[src/rtl/ped_pkg.sv]
// Shared types and helpers for the pedestrian crossing controller and its bench.
package ped_pkg;

  localparam logic [2:0] ENC_IDLE  = 3'd0;
  localparam logic [2:0] ENC_REQ   = 3'd1;
  localparam logic [2:0] ENC_WALK  = 3'd2;
  localparam logic [2:0] ENC_FLASH = 3'd3;
  localparam logic [2:0] ENC_CLEAR = 3'd4;

  typedef enum logic [2:0] {
    ST_IDLE  = ENC_IDLE,
    ST_REQ   = ENC_REQ,
    ST_WALK  = ENC_WALK,
    ST_FLASH = ENC_FLASH,
    ST_CLEAR = ENC_CLEAR
  } ped_state_e;

  // Width of a counter that must reach max_val-1; never less than one bit.
  function automatic int unsigned ped_cnt_w(input int unsigned max_val);
    return (max_val < 2) ? 1 : $clog2(max_val);
  endfunction

endpackage

[src/rtl/pedestrian_crossing_ctrl_if.sv]
// Lamp/request bundle between the pedestrian controller and the vehicle light.
// The chirp signal exists only when PED_AUDIO_EN is defined.
interface pedestrian_crossing_ctrl_if;

  logic red;
  logic green;
  logic yellow;
  logic pedstrian_button;
  logic walk;
  logic dont_walk;
  logic req_pending;
`ifdef PED_AUDIO_EN
  logic chirp;
`endif

`ifdef PED_AUDIO_EN
  modport master (
    input  red, green, yellow,
    output pedstrian_button, walk, dont_walk, req_pending, chirp
  );
  modport slave (
    output red, green, yellow,
    input  pedstrian_button, walk, dont_walk, req_pending, chirp
  );
`else
  modport master (
    input  red, green, yellow,
    output pedstrian_button, walk, dont_walk, req_pending
  );
  modport slave (
    output red, green, yellow,
    input  pedstrian_button, walk, dont_walk, req_pending
  );
`endif

endinterface

[src/rtl/btn_debounce.sv]
// Two-flop synchroniser plus stability counter; emits a one-cycle rise pulse
// (combinational, aligned with the edge that accepts the new level).
module btn_debounce
  import ped_pkg::*;
#(
  parameter int unsigned DEBOUNCE_CYCLES = 4
) (
  input  logic clk,
  input  logic rst_n,
  input  logic btn_raw,
  output logic rise_o
);

  localparam int unsigned DB_W = ped_cnt_w(DEBOUNCE_CYCLES);
  localparam logic [DB_W-1:0] DB_LAST = DB_W'(DEBOUNCE_CYCLES - 1);
  localparam logic [DB_W-1:0] DB_ONE  = DB_W'(1);

  if (DEBOUNCE_CYCLES == 0) begin : g_bad_debounce
    $error("btn_debounce: DEBOUNCE_CYCLES must be non-zero");
  end

  logic [1:0]      sync_q, sync_d;
  logic            db_q, db_d;
  logic [DB_W-1:0] cnt_q, cnt_d;

  always_comb begin
    sync_d = {sync_q[0], btn_raw};
    db_d   = db_q;
    cnt_d  = '0;
    rise_o = 1'b0;
    if (sync_q[1] != db_q) begin
      if (cnt_q == DB_LAST) begin
        db_d   = sync_q[1];
        rise_o = sync_q[1];
      end else begin
        cnt_d = cnt_q + DB_ONE;
      end
    end
  end

  always_ff @(posedge clk) begin
    if (!rst_n) begin
      sync_q <= '0;
      db_q   <= 1'b0;
      cnt_q  <= '0;
    end else begin
      sync_q <= sync_d;
      db_q   <= db_d;
      cnt_q  <= cnt_d;
    end
  end

endmodule

[src/rtl/pedestrian_crossing_ctrl.sv]
// Pedestrian-side partner of one_lane_traffic_light: debounced request, WALK /
// flashing DON'T-WALK sequencing slaved to the vehicle lamps. PED_AUDIO_EN adds chirp.
module pedestrian_crossing_ctrl
  import ped_pkg::*;
#(
  parameter int unsigned DEBOUNCE_CYCLES = 4,
  parameter int unsigned WALK_CYCLES     = 100,
  parameter int unsigned FLASH_CYCLES    = 60,
  parameter int unsigned FLASH_HALF      = 5
) (
  input  logic                        clk,
  input  logic                        rst_n,
  input  logic                        btn_raw,
  pedestrian_crossing_ctrl_if.master  ped
);

  localparam int unsigned CNT_MAX = (WALK_CYCLES > FLASH_CYCLES) ? WALK_CYCLES : FLASH_CYCLES;
  localparam int unsigned CNT_W   = ped_cnt_w(CNT_MAX);
  localparam int unsigned HALF_W  = ped_cnt_w(FLASH_HALF);

  localparam logic [CNT_W-1:0]  WALK_LAST  = CNT_W'(WALK_CYCLES - 1);
  localparam logic [CNT_W-1:0]  FLASH_LAST = CNT_W'(FLASH_CYCLES - 1);
  localparam logic [CNT_W-1:0]  CNT_ONE    = CNT_W'(1);
  localparam logic [HALF_W-1:0] HALF_LAST  = HALF_W'(FLASH_HALF - 1);
  localparam logic [HALF_W-1:0] HALF_ONE   = HALF_W'(1);

  if (WALK_CYCLES == 0) begin : g_bad_walk
    $error("pedestrian_crossing_ctrl: WALK_CYCLES must be non-zero");
  end
  if (FLASH_CYCLES == 0) begin : g_bad_flash
    $error("pedestrian_crossing_ctrl: FLASH_CYCLES must be non-zero");
  end
  if (FLASH_HALF == 0) begin : g_bad_half
    $error("pedestrian_crossing_ctrl: FLASH_HALF must be non-zero");
  end

  ped_state_e        state_q, state_d;
  logic              pend_q, pend_d;
  logic [CNT_W-1:0]  cnt_q, cnt_d;
  logic [HALF_W-1:0] half_q, half_d;
  logic              walk_q, walk_d;
  logic              dont_walk_q, dont_walk_d;
  logic              ped_btn_q, ped_btn_d;
  logic              safe_red;
  logic              enter;
  logic              btn_rise;

  btn_debounce #(
    .DEBOUNCE_CYCLES(DEBOUNCE_CYCLES)
  ) u_btn_debounce (
    .clk     (clk),
    .rst_n   (rst_n),
    .btn_raw (btn_raw),
    .rise_o  (btn_rise)
  );

  always_comb begin
    safe_red = ped.red & ~ped.green & ~ped.yellow;
    state_d  = state_q;
    pend_d   = pend_q;
    cnt_d    = (cnt_q == '1) ? cnt_q : cnt_q + CNT_ONE;
    half_d   = (half_q == HALF_LAST) ? '0 : half_q + HALF_ONE;

    // Presses while already being served (REQ, WALK) are absorbed.
    if (btn_rise && (state_q inside {ST_IDLE, ST_FLASH, ST_CLEAR})) begin
      pend_d = 1'b1;
    end

    unique case (state_q)
      ST_IDLE: begin
        if (pend_q) state_d = ST_REQ;
      end
      ST_REQ: begin
        if (safe_red) begin
          state_d = ST_WALK;
          pend_d  = 1'b0;
        end
      end
      ST_WALK: begin
        if (!safe_red)              state_d = ST_CLEAR;
        else if (cnt_q == WALK_LAST) state_d = ST_FLASH;
      end
      ST_FLASH: begin
        if (!safe_red || cnt_q == FLASH_LAST) state_d = ST_CLEAR;
      end
      ST_CLEAR: begin
        // Leave only once the light has dropped red so one red is served once.
        if (!safe_red) state_d = pend_q ? ST_REQ : ST_IDLE;
      end
      default: state_d = ST_IDLE;
    endcase

    enter = (state_d != state_q);
    if (enter) begin
      cnt_d  = '0;
      half_d = '0;
    end

    // Outputs are registered, decoded from the state being entered.
    walk_d      = (state_d == ST_WALK);
    ped_btn_d   = (state_d == ST_REQ);
    dont_walk_d = 1'b1;
    if (state_d == ST_WALK) begin
      dont_walk_d = 1'b0;
    end else if (state_d == ST_FLASH) begin
      if (enter)                  dont_walk_d = 1'b1;
      else if (half_q == HALF_LAST) dont_walk_d = ~dont_walk_q;
      else                        dont_walk_d = dont_walk_q;
    end
  end

  always_ff @(posedge clk) begin
    if (!rst_n) begin
      state_q     <= ST_IDLE;
      pend_q      <= 1'b0;
      cnt_q       <= '0;
      half_q      <= '0;
      walk_q      <= 1'b0;
      dont_walk_q <= 1'b1;
      ped_btn_q   <= 1'b0;
    end else begin
      state_q     <= state_d;
      pend_q      <= pend_d;
      cnt_q       <= cnt_d;
      half_q      <= half_d;
      walk_q      <= walk_d;
      dont_walk_q <= dont_walk_d;
      ped_btn_q   <= ped_btn_d;
    end
  end

  assign ped.walk             = walk_q;
  assign ped.dont_walk        = dont_walk_q;
  assign ped.pedstrian_button = ped_btn_q;
  assign ped.req_pending      = pend_q | (state_q == ST_REQ);

`ifdef PED_AUDIO_EN
  logic chirp_q, chirp_d;

  always_comb begin
    chirp_d = 1'b0;
    if (state_d == ST_WALK && !enter) begin
      chirp_d = (half_q == HALF_LAST) ? ~chirp_q : chirp_q;
    end
  end

  always_ff @(posedge clk) begin
    if (!rst_n) chirp_q <= 1'b0;
    else        chirp_q <= chirp_d;
  end

  assign ped.chirp = chirp_q;
`endif

endmodule

[src/flat_wrapper.sv]
// flat-port wrapper written by rule: the top's interface ports become plain ports
module pedestrian_crossing_ctrl_flat import ped_pkg::*;
#(
  parameter int unsigned DEBOUNCE_CYCLES = 4,
  parameter int unsigned WALK_CYCLES     = 100,
  parameter int unsigned FLASH_CYCLES    = 60,
  parameter int unsigned FLASH_HALF      = 5
)
  (clk, rst_n, btn_raw, ped_red, ped_green, ped_yellow, ped_pedstrian_button, ped_walk, ped_dont_walk, ped_req_pending);
  pedestrian_crossing_ctrl_if ped_i ();
  input  logic clk;
  input  logic rst_n;
  input  logic btn_raw;
  input wire logic [$bits(ped_i.red)-1:0] ped_red;
  input wire logic [$bits(ped_i.green)-1:0] ped_green;
  input wire logic [$bits(ped_i.yellow)-1:0] ped_yellow;
  output wire logic [$bits(ped_i.pedstrian_button)-1:0] ped_pedstrian_button;
  output wire logic [$bits(ped_i.walk)-1:0] ped_walk;
  output wire logic [$bits(ped_i.dont_walk)-1:0] ped_dont_walk;
  output wire logic [$bits(ped_i.req_pending)-1:0] ped_req_pending;
  assign ped_i.red = ped_red;
  assign ped_i.green = ped_green;
  assign ped_i.yellow = ped_yellow;
  assign ped_pedstrian_button = ped_i.pedstrian_button;
  assign ped_walk = ped_i.walk;
  assign ped_dont_walk = ped_i.dont_walk;
  assign ped_req_pending = ped_i.req_pending;
  pedestrian_crossing_ctrl #(.DEBOUNCE_CYCLES(DEBOUNCE_CYCLES), .WALK_CYCLES(WALK_CYCLES), .FLASH_CYCLES(FLASH_CYCLES), .FLASH_HALF(FLASH_HALF)) u_core (.clk(clk), .rst_n(rst_n), .btn_raw(btn_raw), .ped(ped_i));
endmodule
[config.mk]
export PLATFORM = sky130hd
export DESIGN_NAME = pedestrian_crossing_ctrl_flat
export DESIGN_NICKNAME = d
export VERILOG_FILES = /design/src/rtl/ped_pkg.sv /design/src/rtl/pedestrian_crossing_ctrl_if.sv /design/src/rtl/btn_debounce.sv /design/src/rtl/pedestrian_crossing_ctrl.sv /design/src/flat_wrapper.sv
export SDC_FILE = /design/constraint.sdc
export NUM_CORES = 1
export LEC_CHECK = 0
export CAP_MARGIN = 20
export CORE_MARGIN = 8
export CORE_UTILIZATION = 33
export CTS_BUF_LIST = sky130_fd_sc_hd__clkbuf_4 sky130_fd_sc_hd__clkbuf_8
export CTS_CLUSTER_SIZE = 28
export DETAILED_ROUTE_END_ITERATION = 8
export GPL_TIMING_DRIVEN = 0
export PLACE_DENSITY = 0.5
export RECOVER_POWER = 25
export SLEW_MARGIN = 40
export SYNTH_ARGS = -nofsm -noshare
export SYNTH_HDL_FRONTEND = slang
export SYNTH_SLANG_ARGS = --single-unit
[constraint.sdc]
create_clock -name clk -period 3.9 [get_ports clk]
set_clock_uncertainty 0.1 [all_clocks]
set_input_delay 0.78 -clock clk [delete_from_list [all_inputs] [get_ports clk]]
set_output_delay 0.78 -clock clk [all_outputs]
set_load 0.03 [all_outputs]
; ---- After elaboration in Yosys (flattened, before gate mapping)
; Index checks and enable logic that the tools add are counted.
; W data, S select, Z words.
[op_classes]
bitwise = 8
order_cmp = 0
mul = 0
muxes = 17
n_eq_ne = 15
reduce_logical = 9
shift = 0
add_sub_neg = 3
n_div = 0
[ops]
columns = operator, n
row1 = $mux W3, 6
row2 = $pmux W3 S5, 1
row3 = $eq A7 B7 Y1 const B, 2
row4 = $eq A3 B2 Y1 const B, 4
row5 = $mux W1, 10
row6 = $add A7 B1 Y7 const B, 1
row7 = $eq A7 B6 Y1 const B, 1
row8 = $eq A3 B1 Y1 const B, 2
row9 = $eq A3 B3 Y1 const B, 2
row10 = $reduce_or A3 Y1, 2
row11 = $not A1 Y1, 5
row12 = $ne A4 B2 Y1 const B, 1
row13 = $add A3 B1 Y3 const B, 1
row14 = $logic_not A3 Y1, 1
row15 = $ne A3 B3 Y1, 1
row16 = $reduce_bool A3 Y1, 1
row17 = $add A2 B1 Y2 const B, 1
row18 = $and A1 B1 Y1, 2
row19 = $eq A2 B2 Y1 const B, 1
row20 = $reduce_and A2 Y1, 1
row21 = $reduce_or A2 Y1, 1
row22 = $logic_and A1 B1 Y1, 1
row23 = $logic_not A1 Y1, 1
row24 = $logic_or A1 B1 Y1, 1
row25 = other kinds (2), 2
[totals]
mem_bits_ro = 0
ff_bits = 22
input_bits = 6
word_cells = 62
ram_bits = 0
memories = 0
output_inout_bits = 4
latchBits = 0

; ---- Depth between registers and ports, before layout
; Gate-level depths: netlist (run 1).
[logic_depth]
ltp_word = 11
ltp_mapped = 6
mapped_depth_nobuf = 6

; ---- Hierarchy
; From an unflattened synthesis (run 1), not the netlist that was laid out.
[hier_totals]
hier_cells = 120
hier_area_um2 = 1059.8
[by_module_without_submodules]
columns = mod, area_per_inst_um2, cells_each, instances, seq_area_each_um2
row1 = pedestrian_crossing_ctrl, 880.8, 104, 1, 340.3
row2 = btn_debounce, 178.9, 16, 1, 100.1

; ---- Worst setup path after synthesis (run 1)
; Ideal clock, no wire load.
[synth_timing]
path_kind = input to register
start = input ped_green
end = register u_core.half_q[0]
required_ps = 3727
arrival_ps = 1781
path_stages = 5
setup_ps = 73
n_path_buf = 0
slack_ps = 1946
cell_sequence = or3b_4 > a41oi_1 > a31o_2 > a21oi_4 > nor3b_2
[synth_via]
elab_chain_len = 9
elab_cells_between_ends = 12
cone_classes = 1 x eq/ne / 5 x mux / 3 x bitwise / 3 x reduce/logical
[synth_rtl]
columns = item, line
row1 = from (decl), flat_wrapper.sv:15  ; input wire logic [$bits(ped_i.green)-1:0] ped_green;
row2 = $not A1 Y1 *, pedestrian_crossing_ctrl.sv:58  ; safe_red = ped.red & ~ped.green & ~ped.yellow;
row3 = $and A1 B1 Y1 * (2 in a row), pedestrian_crossing_ctrl.sv:58
row4 = $logic_not A1 Y1, n/a
row5 = $logic_or A1 B1 Y1, pedestrian_crossing_ctrl.sv:84  ; if (!safe_red || cnt_q == FLASH_LAST) state_d = ST_CLEAR;
row6 = $mux W3, pedestrian_crossing_ctrl.sv:84
row7 = $pmux W3 S5 *, pedestrian_crossing_ctrl.sv:69  ; unique case (state_q)
row8 = $ne A3 B3 Y1 *, pedestrian_crossing_ctrl.sv:93  ; enter = (state_d != state_q);
row9 = $reduce_or A3 Y1 (no source line) *, n/a
row10 = to (signal assigned), pedestrian_crossing_ctrl.sv:125  ; half_q <= half_d;
row11 = to (decl), pedestrian_crossing_ctrl.sv:40  ; logic [HALF_W-1:0] half_q, half_d;
; Mark *: on every way between the ends. The rest lies on a longest branch, timed or not.
; A chain may end at the register's enable or synchronous reset.

; ---- Worst setup path in the final report (run 1)
[layout_timing]
start = register u_core.state_q[0]
end = output ped_req_pending
[layout_via]
elab_chain_len = 2
[layout_rtl]
columns = item, line
row1 = from (decl), pedestrian_crossing_ctrl.sv:37  ; ped_state_e state_q, state_d;
row2 = from (signal assigned), pedestrian_crossing_ctrl.sv:122  ; state_q <= state_d;
row3 = $eq A3 B1 Y1, pedestrian_crossing_ctrl.sv:135  ; assign ped.req_pending = pend_q | (state_q == ST_REQ);
row4 = $or A1 B1 Y1, pedestrian_crossing_ctrl.sv:135
row5 = to (decl), flat_wrapper.sv:20  ; output wire logic [$bits(ped_i.req_pending)-1:0] ped_req_pending;
; No other way between the ends.

==> impl_metrics.yaml, run 1 <==
worst_setup_path:
  r2r-end: "u_core.half_q[1]"
  critPathCaptureType: "output pin"
  ff2ff_setup_slack_ns: 2.04
  setup.worst_path.end: "ped_req_pending"
  worstSetupStartpoint: "u_core.state_q[0]"
  worstPathCellList: "nor3b_1 > or2_2 > clkdlybuf4s50_1"
  max_stage_delay_ns: 0.66
  critPathMaxFanout: 7
  start_kind: "register"
  crit_type: "register to output pin"
  rr_worst_depth: 6
  cp.required_ns: 3.02
  critPathArrivalTime_ns: 1.84
  r2r_start: "u_core.cnt_q[0]"
  crit_path_top_delay_cell: "clkdlybuf4s50_1"
sta:
  worst_slew_pin_slew_ns: 0.449
  setup_viol: 0
  fin_crit_ns: 2.72
  fin_setup_tns_ns: 0
  max_freq_ghz: 0.367
  hold_viol: 0
  slew_violations: 0
  fin_crit_sh_pct: 69.9
  grt_setup_unrepaired: "false"
  timing.slew.headroom_pct: 70.0
  hold_ws_ns: 0.346
clock_network:
  clk_latency_ns: 0.30
  post_cts_buffers: 0
  postCtsResizedCells: 0
  cts_buffers: 3
  htreeDepth: 1
  clock-sinks: 22
  clockBufferDepth: 2
  ctsHoldBuffers: 0
  clkTransAtPathRegs_ns: 0.12
  root_buffer: "clkbuf_4"
  tritoncts: "built"
floorplan:
  std_cell_rows: 20
  io_pins: 10
  start_util_pct: 34.2
  core_area_um2: 3030
  dieHeight_um: 72.0
  dieArea_um2: 5180
  die_w_um: 72.0
synth:
  synth_cell_types: 37
  ys_warn_count: 0
  synthSimpleGateAreaFrac_pct: 29.5
  synthAdderAreaFrac_pct: 4.84
  netlist_area_um2: 1030
  yosysTopAreaCell: "dfxtp_1"
  async_flop_share_pct: 0
  synth-compound-area-share_pct: 13.4
  avgSynthCellArea_um2: 9.67
  yosysMostFrequentCell: "dfxtp_1"
  ys.flop_type: "dfxtp_1"
  yosys.area_share.xor_xnor_pct: 4.23
  ys_seq_area_share_pct: 42.6
  synth_top_area_share_pct: 42.6
  syn_nets: 117
  ys_ff_latch: 22
  synthTopCellsByCount: "dfxtp_1, nor2_1, a21oi_1"
  syn_inst: 107
  synth_edf_count: 0
  synth_top_family_by_area: "simple AND/OR/NAND/NOR gates"
  synth_area_leaders: "dfxtp_1, ha_1, nor2_1"
  muxShareOfSynthArea_pct: 2.90
route:
  vias_per_cell: 4.70
  drt_wl_total_mm: 1.75
  antenna_left: 0
  firstDrtPassIters: 4
  drc_errors: 0
  num_vias: 770
  wl_per_cell_um: 10.7
  drtIter0Drc: 43
power_and_ir_drop:
  clkPwrFrac_pct: 37.2
  power.density_nw_per_um2: 377
  p_sw_share_pct: 21.6
  peakVddDrop_mv: 0.182
  switching_power_uw: 99.7
  seq_power_share_pct: 52.5
  leakagePower_nw: 0.442
  p_int_uw: 362
  comb_power_share_pct: 10.3
outcome:
  outcome: "completed"
grt:
  grt_pass1_wl_mm: 3.19
  grtUsageTotal_pct: 7.58
  grt_pass1_vias: 729
  antenna_found_initial: 0
  grt.overflow.total: 0
  grt_max_degree: 14
layout:
  layout-drive-gt1-share_pct: 12.5
  syn_to_final_growth_pct: 18.4
  nets: 131
  stdcell_count: 164
  antenna_cells: 0
  post-route-util_pct: 40.5
placement:
  port_buffers: 9
  dpl.cell_count: 160
  place.gp.congestion: 0.761
  place_hpwl_mm: 1.31
worst_hold_path:
  hold_class: "register to register"
job:
  maxCapViolations: 0
[power by group through the flow]
stage / clock network [mW] / registers [mW] / logic (mW)
CTS: 0.178 / 0.242 / 0.0500
detailed placement: 0 / 0.247 / 0.0498
floorplan: 0 / 0.247 / 0.0347
global route: 0.187 / 0.244 / 0.0556
global placement: 0 / 0.247 / 0.0486
finish: 0.172 / 0.242 / 0.0477
[layout by cell type, fill, tap and decap left out, types with 2 or more instances in the layout]
cell and count:
dfxtp_1 22, nor2_1 10, clkdlybuf4s50_1 7, a21oi_1 6, nand2_1 5, inv_1 4, nand2b_1 4, ha_1 4
and2_1 3, nor2b_1 3, nor4_1 3, xnor2_1 3, nand3_1 3, mux2i_1 3, clkbuf_4 3, nor3b_1 2
a211oi_2 2, nor2_2 2, nor3b_2 2, nand4_1 2, xor2_1 2, a211oi_1 2, nor3_1 2, o21ai_0 2
dlygate4sd3_1 2
[cell type report]
class | instances | area (µm²)
Sequential cell | 22 | 440
Tap cell | 44 | 55.1
Fill cell | 302 | 1800
Buffer | 1 | 3.75
Multi-Input combinational cell | 80 | 568
Timing Repair Buffer | 9 | 90.1
Clock buffer | 3 | 22.5
Inverter | 4 | 15.0
Clock inverter | 1 | 30.0
[worst max-delay path: cells and delay by family, from the launching register on]
family | cells | cell delay (ns)
buf+inv | 1 | 0.66
simple gates | 2 | 0.41
flops | 1 | 0.48
[per-stage QoR]
step	power, mW	setup WS [ns]	area [µm²]
finish	0.462	1.18	1220
CTS	0.470	1.17	1230
global route	0.487	1.13	1220
floorplan	0.281	1.95	1030
detailed placement	0.297	1.27	1180
global placement	0.296	1.26	1180
[routing by layer]
metal / track usage [%] / wire [µm] / up-vias
met5: 0 / 0 / -
met4: 4.08 / 15 / 0
met3: 2.62 / 73 / 2
met2: 11.0 / 747 / 8
met1: 9.54 / 911 / 348
li1: - / - / 412
[flip-flops by register name, indices dropped and copies added, names as in the netlist]
| name | cells |
|---|---|
| u_core.pend_q | 1 |
| u_core.ped.dont_walk | 1 |
| u_core.half_q | 3 |
| u_core.cnt_q | 7 |
| u_core.ped.walk | 1 |
| u_core.ped.pedstrian_button | 1 |
| u_core.u_btn_debounce.cnt_q | 2 |
| u_core.state_q | 3 |
| u_core.u_btn_debounce.db_q | 1 |
| u_core.u_btn_debounce.sync_q | 2 |
[cell families (layout without fill, tap and decap cells)]
kind of cell,Yosys count,in the layout
compound gates,18,18
xor+xnor,5,5
fa+ha+maj,4,4
buf+inv,5,18
flops,22,22
mux,3,3
simple gates,50,50
[worst min path at each step]
stage                                       to  cells past startpoint                             from  slack [ns]
2_1_floorplan   u_core.u_btn_debounce.cnt_q[0]                      1   u_core.u_btn_debounce.cnt_q[0]        0.31
3_3_place_gp   u_core.u_btn_debounce.sync_q[1]                      1  u_core.u_btn_debounce.sync_q[0]        0.32
3_5_place_dp   u_core.u_btn_debounce.sync_q[1]                      1  u_core.u_btn_debounce.sync_q[0]        0.32
4_1_cts         u_core.u_btn_debounce.cnt_q[0]                      1   u_core.u_btn_debounce.cnt_q[0]        0.35
5_1_grt         u_core.u_btn_debounce.cnt_q[0]                      1   u_core.u_btn_debounce.cnt_q[0]        0.36
6_report        u_core.u_btn_debounce.cnt_q[0]                      1   u_core.u_btn_debounce.cnt_q[0]        0.35
Power figures use the tool's default switching activity.
==> run 2: changes to the inputs <==
==> constraint.sdc (replaced) <==
create_clock -name clk -period 2.8 [get_ports clk]
set_clock_uncertainty 0.1 [all_clocks]
set_input_delay 0.56 -clock clk [delete_from_list [all_inputs] [get_ports clk]]
set_output_delay 0.56 -clock clk [all_outputs]
set_load 0.03 [all_outputs]
==> results of run 2 <==
The final DEF is identical to that of run 1. Status: completed.
Among the figures that moved: setup slack after placement 1.27 ns -> 0.388 ns; setup slack after layout 1.18 ns -> 0.296 ns; register-to-register setup slack 2.04 ns -> 0.94 ns; total power 0.462 mW -> 0.643 mW; worst IR drop on VDD 0.182 mV -> 0.253 mV
